$ cat src/rtl/input_group_unpack_pkg.sv
// Shared types and helpers for the input-side unpack path toward the PIM macro.
package input_group_unpack_pkg;

  typedef enum logic [0:0] {
    IDLE = 1'b0,
    EMIT = 1'b1
  } unpack_state_e;

  localparam int BYTES_PER_WORD = 4;

  localparam logic MODE_BYTE = 1'b0;
  localparam logic MODE_WORD = 1'b1;

  // Per-byte zero-point removal with 8-bit wrap (no saturation).
  function automatic logic [31:0] sub_zero_point(input logic [31:0] word, input logic [7:0] zp);
    logic [31:0] res;
    res = 32'h0000_0000;
    for (int i = 0; i < BYTES_PER_WORD; i++) begin
      res[8*i +: 8] = word[8*i +: 8] - zp;
    end
    return res;
  endfunction

endpackage

$ cat src/rtl/input_group_unpack_if.sv
// Beat handshake toward the macro input driver.
interface input_group_unpack_if;
  logic        macro_valid_o;
  logic [31:0] macro_data_o;
  logic [1:0]  byte_idx_o;
  logic        last_o;
  logic        macro_ready_i;

  modport master (
    output macro_valid_o, macro_data_o, byte_idx_o, last_o,
    input  macro_ready_i
  );

  modport slave (
    input  macro_valid_o, macro_data_o, byte_idx_o, last_o,
    output macro_ready_i
  );
endinterface

$ cat src/rtl/input_group_unpack_sync_word_fifo.sv
// Synchronous word FIFO; the extra count bit separates full from empty.
module sync_word_fifo #(
  parameter int DEPTH = 8,
  parameter int WIDTH = 32,
  parameter int CNT_W = $clog2(DEPTH) + 1
) (
  input  logic             clk,
  input  logic             rst_n,
  input  logic             flush,
  input  logic             push,
  input  logic             pop,
  input  logic [WIDTH-1:0] wdata,
  output logic [WIDTH-1:0] rdata,
  output logic [CNT_W-1:0] count,
  output logic             full,
  output logic             empty
);
  localparam int AW = $clog2(DEPTH);

  logic [WIDTH-1:0] mem_r [DEPTH];
  logic [AW-1:0]    wr_ptr_r;
  logic [AW-1:0]    rd_ptr_r;
  logic [CNT_W-1:0] count_r;
  logic             push_ok_s;
  logic             pop_ok_s;

  assign full      = (count_r == CNT_W'(DEPTH));
  assign empty     = (count_r == {CNT_W{1'b0}});
  assign pop_ok_s  = pop && !empty;
  assign push_ok_s = push && (!full || pop_ok_s);
  assign rdata     = mem_r[rd_ptr_r];
  assign count     = count_r;

  // Storage array write port.
  always_ff @(posedge clk) begin
    if (push_ok_s && !flush) begin
      mem_r[wr_ptr_r] <= wdata;
    end
  end

  // Pointer and occupancy tracking.
  always_ff @(posedge clk or negedge rst_n) begin
    if (!rst_n) begin
      wr_ptr_r <= {AW{1'b0}};
      rd_ptr_r <= {AW{1'b0}};
      count_r  <= {CNT_W{1'b0}};
    end else if (flush) begin
      wr_ptr_r <= {AW{1'b0}};
      rd_ptr_r <= {AW{1'b0}};
      count_r  <= {CNT_W{1'b0}};
    end else begin
      if (push_ok_s) wr_ptr_r <= wr_ptr_r + AW'(1);
      if (pop_ok_s)  rd_ptr_r <= rd_ptr_r + AW'(1);
      case ({push_ok_s, pop_ok_s})
        2'b10:   count_r <= count_r + CNT_W'(1);
        2'b01:   count_r <= count_r - CNT_W'(1);
        default: count_r <= count_r;
      endcase
    end
  end
endmodule

$ cat src/rtl/input_group_unpack.sv
// Unpacks buffered store words into zero-point corrected byte or word beats.
module input_group_unpack
  import input_group_unpack_pkg::*;
#(
  parameter int DEPTH = 8,
  parameter int CNT_W = $clog2(DEPTH) + 1
) (
  input  logic                 clk_i,
  input  logic                 rst_ni,
  input  logic                 store_en_i,
  input  logic [31:0]          data_i,
  input  logic                 mode_i,
  input  logic                 zero_point_en_i,
  input  logic [7:0]           zero_point_i,
  input  logic                 flush_i,
  input_group_unpack_if.master macro,
  output logic                 full_o,
  output logic                 empty_o,
  output logic [CNT_W-1:0]     count_o,
  output logic                 overflow_o
);
  unpack_state_e state_r;
  logic [31:0]   word_r;
  logic [7:0]    zp_r;
  logic [1:0]    byte_idx_r;
  logic          valid_r;
  logic [31:0]   data_r;
  logic          last_r;
  logic          overflow_r;

  logic [31:0]   fifo_rdata_s;
  logic          fifo_full_s;
  logic          fifo_empty_s;
  logic          pop_s;
  logic          handshake_s;
  logic [31:0]   head_s;
  logic [1:0]    next_idx_s;

  sync_word_fifo #(.DEPTH(DEPTH), .WIDTH(32), .CNT_W(CNT_W)) u_fifo (
    .clk   (clk_i),
    .rst_n (rst_ni),
    .flush (flush_i),
    .push  (store_en_i && !flush_i),
    .pop   (pop_s),
    .wdata (data_i),
    .rdata (fifo_rdata_s),
    .count (count_o),
    .full  (fifo_full_s),
    .empty (fifo_empty_s)
  );

  assign handshake_s = valid_r && macro.macro_ready_i;
  assign head_s      = sub_zero_point(fifo_rdata_s, zp_r);
  assign next_idx_s  = byte_idx_r + 2'd1;

  // Pop from IDLE, or chain straight from the last beat of the current word.
  always_comb begin
    pop_s = 1'b0;
    if (flush_i) begin
      pop_s = 1'b0;
    end else begin
      case (state_r)
        IDLE:    pop_s = !fifo_empty_s;
        EMIT:    pop_s = handshake_s && last_r && !fifo_empty_s;
        default: pop_s = 1'b0;
      endcase
    end
  end

  // Zero point survives flush; it is sampled only at pop time.
  always_ff @(posedge clk_i or negedge rst_ni) begin
    if (!rst_ni) begin
      zp_r <= 8'h00;
    end else if (zero_point_en_i) begin
      zp_r <= zero_point_i;
    end else begin
      zp_r <= zp_r;
    end
  end

  // Sticky drop indicator.
  always_ff @(posedge clk_i or negedge rst_ni) begin
    if (!rst_ni) begin
      overflow_r <= 1'b0;
    end else if (flush_i) begin
      overflow_r <= 1'b0;
    end else if (store_en_i && fifo_full_s && !pop_s) begin
      overflow_r <= 1'b1;
    end else begin
      overflow_r <= overflow_r;
    end
  end

  // Beat FSM with registered beat outputs.
  always_ff @(posedge clk_i or negedge rst_ni) begin
    if (!rst_ni) begin
      state_r    <= IDLE;
      word_r     <= 32'h0000_0000;
      byte_idx_r <= 2'd0;
      valid_r    <= 1'b0;
      data_r     <= 32'h0000_0000;
      last_r     <= 1'b0;
    end else if (flush_i) begin
      state_r    <= IDLE;
      word_r     <= 32'h0000_0000;
      byte_idx_r <= 2'd0;
      valid_r    <= 1'b0;
      data_r     <= 32'h0000_0000;
      last_r     <= 1'b0;
    end else if (pop_s) begin
      state_r    <= EMIT;
      word_r     <= head_s;
      byte_idx_r <= 2'd0;
      valid_r    <= 1'b1;
      if (mode_i == MODE_WORD) begin
        data_r <= head_s;
        last_r <= 1'b1;
      end else begin
        data_r <= {24'h00_0000, head_s[7:0]};
        last_r <= 1'b0;
      end
    end else if (state_r == EMIT && handshake_s && !last_r) begin
      byte_idx_r <= next_idx_s;
      data_r     <= {24'h00_0000, word_r[{next_idx_s, 3'b000} +: 8]};
      last_r     <= (next_idx_s == 2'(BYTES_PER_WORD - 1));
    end else if (state_r == EMIT && handshake_s) begin
      state_r    <= IDLE;
      byte_idx_r <= 2'd0;
      valid_r    <= 1'b0;
      data_r     <= 32'h0000_0000;
      last_r     <= 1'b0;
    end else begin
      state_r <= state_r;
    end
  end

  assign macro.macro_valid_o = valid_r;
  assign macro.macro_data_o  = data_r;
  assign macro.byte_idx_o    = byte_idx_r;
  assign macro.last_o        = last_r;
  assign full_o              = fifo_full_s;
  assign empty_o             = fifo_empty_s;
  assign overflow_o          = overflow_r;
endmodule

$ cat src/flat_wrapper.sv
// flat-port wrapper written by rule: the top's interface ports become plain ports
module input_group_unpack_flat import input_group_unpack_pkg::*;
#(
  parameter int DEPTH = 8,
  parameter int CNT_W = $clog2(DEPTH) + 1
)
  (clk_i, rst_ni, store_en_i, data_i, mode_i, zero_point_en_i, zero_point_i, flush_i, full_o, empty_o, count_o, overflow_o, macro_macro_valid_o, macro_macro_data_o, macro_byte_idx_o, macro_last_o, macro_macro_ready_i);
  input_group_unpack_if macro_i ();
  input  logic clk_i;
  input  logic rst_ni;
  input  logic store_en_i;
  input  logic [31:0] data_i;
  input  logic mode_i;
  input  logic zero_point_en_i;
  input  logic [7:0] zero_point_i;
  input  logic flush_i;
  output logic full_o;
  output logic empty_o;
  output logic [CNT_W-1:0] count_o;
  output logic overflow_o;
  output wire logic [$bits(macro_i.macro_valid_o)-1:0] macro_macro_valid_o;
  output wire logic [$bits(macro_i.macro_data_o)-1:0] macro_macro_data_o;
  output wire logic [$bits(macro_i.byte_idx_o)-1:0] macro_byte_idx_o;
  output wire logic [$bits(macro_i.last_o)-1:0] macro_last_o;
  input wire logic [$bits(macro_i.macro_ready_i)-1:0] macro_macro_ready_i;
  assign macro_macro_valid_o = macro_i.macro_valid_o;
  assign macro_macro_data_o = macro_i.macro_data_o;
  assign macro_byte_idx_o = macro_i.byte_idx_o;
  assign macro_last_o = macro_i.last_o;
  assign macro_i.macro_ready_i = macro_macro_ready_i;
  input_group_unpack #(.DEPTH(DEPTH), .CNT_W(CNT_W)) u_core (.clk_i(clk_i), .rst_ni(rst_ni), .store_en_i(store_en_i), .data_i(data_i), .mode_i(mode_i), .zero_point_en_i(zero_point_en_i), .zero_point_i(zero_point_i), .flush_i(flush_i), .macro(macro_i), .full_o(full_o), .empty_o(empty_o), .count_o(count_o), .overflow_o(overflow_o));
endmodule
$ cat config.mk
export PLATFORM = sky130hd
export DESIGN_NAME = input_group_unpack_flat
export DESIGN_NICKNAME = d
export VERILOG_FILES = /design/src/rtl/input_group_unpack_pkg.sv /design/src/rtl/input_group_unpack_if.sv /design/src/rtl/input_group_unpack_sync_word_fifo.sv /design/src/rtl/input_group_unpack.sv /design/src/flat_wrapper.sv
export SDC_FILE = /design/constraint.sdc
export NUM_CORES = 1
export LEC_CHECK = 0
export ABC_AREA = 1
export BUFFER_PORTS_ARGS = -buffer_cell sky130_fd_sc_hd__buf_4
export CAP_MARGIN = 0
export CORE_MARGIN = 8
export CORE_UTILIZATION = 60
export DETAILED_ROUTE_END_ITERATION = 8
export PLACE_DENSITY = 0.79
export SLEW_MARGIN = 10
export SYNTH_ARGS = -nofsm -noshare
export SYNTH_HDL_FRONTEND = slang
export SYNTH_SLANG_ARGS = --single-unit
$ cat constraint.sdc
create_clock -name clk_i -period 5.5 [get_ports clk_i]
set_input_delay 0.55 -clock clk_i [delete_from_list [all_inputs] [get_ports clk_i]]
set_output_delay 0.55 -clock clk_i [all_outputs]
set_load 0.01 [all_outputs]
======== Yosys cells after proc, flatten, opt, wreduce, memory -nomap -nowiden ========
Memory sizes are Yosys's and may differ from the RTL's.
Cells that the tools add are included.
storage, ports and cells
  flip-flop bits (word level) ............. 87
  bits in latches ......................... 0
  RAM bits ................................ 256
  ROM bits ................................ 0
  input bits .............................. 47
  logic and storage cells ................. 84
  memories ................................ 1
operators by class
  $add $sub $neg .......................... 9
  multiply operators ...................... 0
  divide/modulo/power cells ............... 0
  magnitude comparators ................... 0
  equal/unequal tests ..................... 5
  shifts and indexed selects .............. 1
  muxes and demuxes ....................... 31
  bitwise gates (word level) .............. 1
  reduce and logical (&&, ||, !) cells .... 26
memory list
  memory               depth  bits a word  rd ports  clocked after memory_dff  wr ports  line                                     text
  u_core.u_fifo.mem_r  8      32           1         0                         1         input_group_unpack_sync_word_fifo.sv:20  logic [WIDTH-1:0] mem_r [DEPTH];
operators by type and width
  cell                                                                      number
  32-bit two-way mux                                                        7
  32-bit by 6-bit indexed part select with 8-bit output                     1
  8-bit subtractor                                                          4
  1-bit two-way mux                                                         13
  3-bit two-way mux                                                         4
  1-bit logical AND                                                         11
  2-bit two-way mux                                                         4
  4-bit case mux with 2 select lines                                        1
  2-bit nonzero test                                                        4
  3-bit by 1-bit adder with 3-bit output (second input constant)            2
  3-bit nonzero test                                                        2
  1-bit logical NOT                                                         5
  4-bit by 1-bit adder with 4-bit output (second input constant)            1
  2-bit == test (second input constant)                                     2
  4-bit == test (second input constant)                                     1
  4-bit logical NOT                                                         1
  4-bit two-way mux                                                         1
  4-bit nonzero test                                                        1
  4-bit by 1-bit subtractor with 4-bit output (second input constant)       1
  3-bit by 2-bit inequality test with 1-bit output (second input constant)  1
  2-bit by 1-bit adder with 2-bit output (second input constant)            1
  2-bit by 1-bit == test with 1-bit output (second input constant)          1
  1-bit case mux with 2 select lines                                        1
  2-bit AND reduction                                                       1
  2 further kinds                                                           2

======== Logic depth before layout (Yosys ltp) ========
  word-level depth ........................ 11
  gate-level depth with buffers ........... 19
  gate-level depth less buffers ........... 16

======== Modules after synthesis ========
A second synthesis with hierarchy kept.
unflattened totals
  cell total of the unflattened synthesis .. 1442
  area total of the unflattened synthesis .. 15205.8 sq um
modules (own cells, without submodules)
  module              times used  cells an instance  area each (sq um)  sequential area each (sq um)
  sync_word_fifo      1           882                10690.3            7937.6
  input_group_unpack  1           560                4515.6             1926.8

======== Worst setup path before layout ========
No wires, ideal clock.
  path kind ............................... input to register
  from .................................... input port flush_i
  to ...................................... memory u_core.u_fifo.mem_r[0][0], enable pin
  library setup time ...................... 0.421 ns
  arrival ................................. 2.684 ns
  data required time ...................... 5.079 ns
  slack ................................... 2.395 ns
  stages on the path ...................... 8
  path buffers ............................ 1
  cells stage by stage .................... buf_2 -> inv_2 -> nand3_4 -> nand2_1 -> nand3_1 -> inv_1 -> nand2_1 -> nor2_1
between the ends
  cells in the longest elaborated chain, start to end .. 7
  elaborated cells on any way between the ends .. 9
  classes of those cells .................. 3 x mux; 6 x reduce/logical
ends and longest elaborated chain
  element                                    line                                     text
  start, declared                            flat_wrapper.sv:16                       input logic flush_i;
  1-bit two-way mux                          input_group_unpack.sv:59                 if (flush_i) begin
  1-bit logical AND                          input_group_unpack_sync_word_fifo.sv:29  assign pop_ok_s = pop && !empty;
  1-bit logical OR                           input_group_unpack_sync_word_fifo.sv:30  assign push_ok_s = push && (!full || pop_ok_s);
  1-bit logical AND                          input_group_unpack_sync_word_fifo.sv:30
  1-bit logical AND *                        input_group_unpack_sync_word_fifo.sv:36  if (push_ok_s && !flush) begin
  1-bit two-way mux *                        input_group_unpack_sync_word_fifo.sv:36
  1-bit two-way mux (implied by the code) *  input_group_unpack_sync_word_fifo.sv:37  mem_r[wr_ptr_r] <= wdata;
  end, declared                              input_group_unpack_sync_word_fifo.sv:20
Mark *: on every way between the ends. The rest lies on a longest branch, timed or not.

======== Final worst setup path ========
  from .................................... register u_core.u_fifo.rd_ptr_r[0]
  to ...................................... register u_core.word_r[23]
between the ends
  cells in the longest elaborated chain, start to end .. 4
ends and longest elaborated chain
  element                 line                                     text
  start, declared         input_group_unpack_sync_word_fifo.sv:22  logic [AW-1:0] rd_ptr_r;
  start signal, assigned  input_group_unpack_sync_word_fifo.sv:45  rd_ptr_r <= {AW{1'b0}};
  start signal, assigned  input_group_unpack_sync_word_fifo.sv:49  rd_ptr_r <= {AW{1'b0}};
  start signal, assigned  input_group_unpack_sync_word_fifo.sv:53  if (pop_ok_s) rd_ptr_r <= rd_ptr_r + AW'(1);
  memory read 8 x 32 bit  --
  8-bit subtractor        input_group_unpack_pkg.sv:19             res[8*i +: 8] = word[8*i +: 8] - zp;
  32-bit two-way mux      input_group_unpack.sv:110                end else if (pop_s) begin
  32-bit two-way mux      input_group_unpack.sv:103                end else if (flush_i) begin
  end signal, assigned    input_group_unpack.sv:112                word_r <= head_s;
  end, declared           input_group_unpack.sv:23                 logic [31:0] word_r;
Every way passes these cells. The select of a mux whose other input is x is not followed.
A chain may end at the register's enable or synchronous reset.

==> impl_metrics.toml <==
[floorplan]
die_area_um2 = 30000
die_h_um = 173
start_util_pct = 61.0
pin_count = 90
core_area_um2 = 24300
die_w_um = 173
core.rowCount = 57

[clock_network]
cts_made_buffers = 36
clk_path_buf_depth = 3
htreeDepth = 2
post_cts_resized = 0
cts-hold-fix-buffers = 1
cts_setup_buffers = 0
clkLatencyLatePin_ps = 520
clock_sinks = 343
root_buffer = "clkbuf_16"
cts_tree = "built"
clk_pin_slew_worst_paths_ps = 60

[synthesis]
synth_edf_count = 256
ys_types = 35
syn_area_um2 = 14800
ys_ff_latch = 343
synth_area_leader_cell = "edfxtp_1"
synthTopCellsByCount = "256 x edfxtp_1, 216 x nor2_1, 196 x nand2_1"
ys.flop_type = "edfxtp_1"
synth.most_common_cell = "edfxtp_1"
seq_area_frac_synth_pct = 66.5
ys_warn_count = 0
syn_nets = 1414
netlist_top_cells_area = "edfxtp_1 52%, dfrtp_1 15%, o21ai_0 5.8%"
async_flop_share_pct = 25.4
netlist.area_leader.share_pct = 51.9
avgSynthCellArea_um2 = 11.2
syn_inst = 1325

[grt]
grt_pass1_wl_um = 54100
grt_use_total_pct = 22.7
overflow = 0
grt_max_degree = 77
antenna_found_initial = 2
grt_pass1_vias = 9975

[timing]
hold_viol = 0
finalClockSkew_ps = 16.1
fmaxAchievable_mhz = 238
tns_ps = 0
post-route-min-period_ps = 4200
setup_viol_count_final = 0
slew_headroom_pct = 25.1
final_max_slew_viol_count = 0
tightestPinTransition_ps = 1120
rsz0062_at_grt = "no"
period_share_pct = 76.4
holdWs_ps = 247

[place]
finalWeightedCongestion = 0.890
port_buffers = 89
post-dp-hpwl_um = 20600
place_area_um2 = 15700

[routing]
dr.first_iter.drc_count = 1031
vias_per_cell = 5.87
wl_per_cell_um = 19.8
dr_total_vias = 10279
routed_wl_um = 34600
drcViolationCount = 0
ant_nets = 0
drt_first_pass_iters = 5

[final_layout]
fin_nets = 1492
area_growth_pct = 13.3
n_fill_cell = 1677
fin_area_um2 = 16800
drive_above_1_share_pct = 13.0

[run]
drv_cap = 0

[setup_path]
arrival_ps = 4580
critPathMaxStageDelay_ps = 840
slowest_stage = "dfrtp_4"
cp.required_ps = 5880
critical_path_class = "reg -> reg"
cp_common_cell = "o21ai_0"
path_cells = "clkinv_2 -> buf_12 -> o21ai_0 -> o22ai_1 -> nor2_1 -> a31oi_1 -> ha_1 -> nand2_1 -> o21ai_0 -> a21oi_1 -> a21o_1 -> nand3_1 -> o21ai_1"
startpoint_type = "flip-flop"
end_kind = "flip-flop"
cp_max_fo = 76

[hold_path]
hold_class = "in -> reg"

[status]
status = "complete, no violations"

[pwr]
power.density_nw_per_um2 = 491
p_leak_nw = 6.61
vdd_drop_max_uv = 275
[layer usage]
layer / vias to the layer above / track usage [%] / wire, um
li1: 4817 / - / -
met1: 4931 / 29.0 / 14400
met2: 450 / 36.6 / 16000
met3: 79 / 5.88 / 3010
met4: 2 / 9.13 / 1160
met5: - / 0 / 13
[where the power goes]
group | switching (mW) | internal (mW)
Sequential | 0.198 | 3.04
Clock | 0.941 | 1.28
Combinational | 1.82 | 0.971
Total | 2.96 | 5.30
[cells in the final DEF (no fill, tap or decap), types with 6 or more instances in the layout]
master,count
o22ai_1,37
nor2_1,208
dfrtp_1,85
o21ai_0,171
clkinv_1,6
a31oi_1,27
nor2_4,8
clkinv_2,9
nand2_1,196
edfxtp_1,256
nand3_1,64
clkbuf_16,38
ha_1,37
inv_2,9
inv_1,49
buf_4,102
a21oi_1,43
o21ai_1,18
xnor2_1,12
clkbuf_1,7
[cell type report]
| class | count | area, um2 | area share, % |
|---|---|---|---|
| Antenna cell | 1 | 2.50 | 0.0149 |
| Inverter | 60 | 226 | 1.35 |
| Tap cell | 324 | 405 | 2.41 |
| Clock inverter | 14 | 75.1 | 0.447 |
| Sequential cell | 343 | 9870 | 58.8 |
| Clock buffer | 47 | 1000 | 5.98 |
| Timing Repair Buffer | 104 | 796 | 4.74 |
| Multi-Input combinational cell | 858 | 4420 | 26.3 |
[worst max-delay path, delay by kind of cell, from the launching register on]
family,cells,cell delay (ps)
AND/OR/NAND/NOR,3,240
flip-flops,1,840
buffers and inverters,2,1210
AO/OA/AOI/OAI,7,1340
adder cells (fa/ha/maj),1,410
[worst paths after layout]
check | from | slack, ps | to | cells past startpoint
setup / recovery | u_core.u_fifo.rd_ptr_r[0] | 1300 | u_core.word_r[23] | 13
hold / removal | zero_point_i[5] | 250 | u_core.zp_r[5] | 3
setup reg to reg | u_core.u_fifo.rd_ptr_r[0] | 1300 | u_core.word_r[23] | 13
hold reg to reg | u_core.word_r[2] | 480 | u_core.word_r[2] | 2
max in group asynchronous | rst_ni | 3840 | u_core.u_fifo.rd_ptr_r[0] | 3
min in group asynchronous | rst_ni | 480 | u_core.u_fifo.count[2] | 2
[flip-flops by register name, indices dropped and copies added (netlist names)]
register                   count
u_core.macro.last_o            1
u_core.macro.byte_idx_o        2
u_core.macro.macro_data_o     32
u_core.u_fifo.mem_r          256
u_core.u_fifo.count            4
u_core.u_fifo.wr_ptr_r         3
u_core.u_fifo.rd_ptr_r         3
u_core.zp_r                    8
u_core.overflow_o              1
u_core.state_r                 1
u_core.word_r                 32
[per-stage QoR]
stage	utilization, %	std cells	setup WS, ps	power (mW)
after global routing	69.1	1750	987	8.71
final	69.1	1751	1300	8.25
after CTS	69.1	1750	1340	8.25
after floorplan	-	1325	2390	5.19
after detailed placement	64.6	1688	1440	6.02
after global placement	64.6	1688	1550	5.93
[cell families after synthesis]
group,Yosys count,synth area share (%)
adder cells (fa/ha/maj),42,3.80
flip-flops,343,66.5
multiplexers,1,0.0760
buffers and inverters,124,4.07
AO/OA/AOI/OAI,313,11.5
XOR/XNOR,15,0.886
AND/OR/NAND/NOR,487,13.2
Note: power is estimated with default switching activity, not from simulation.
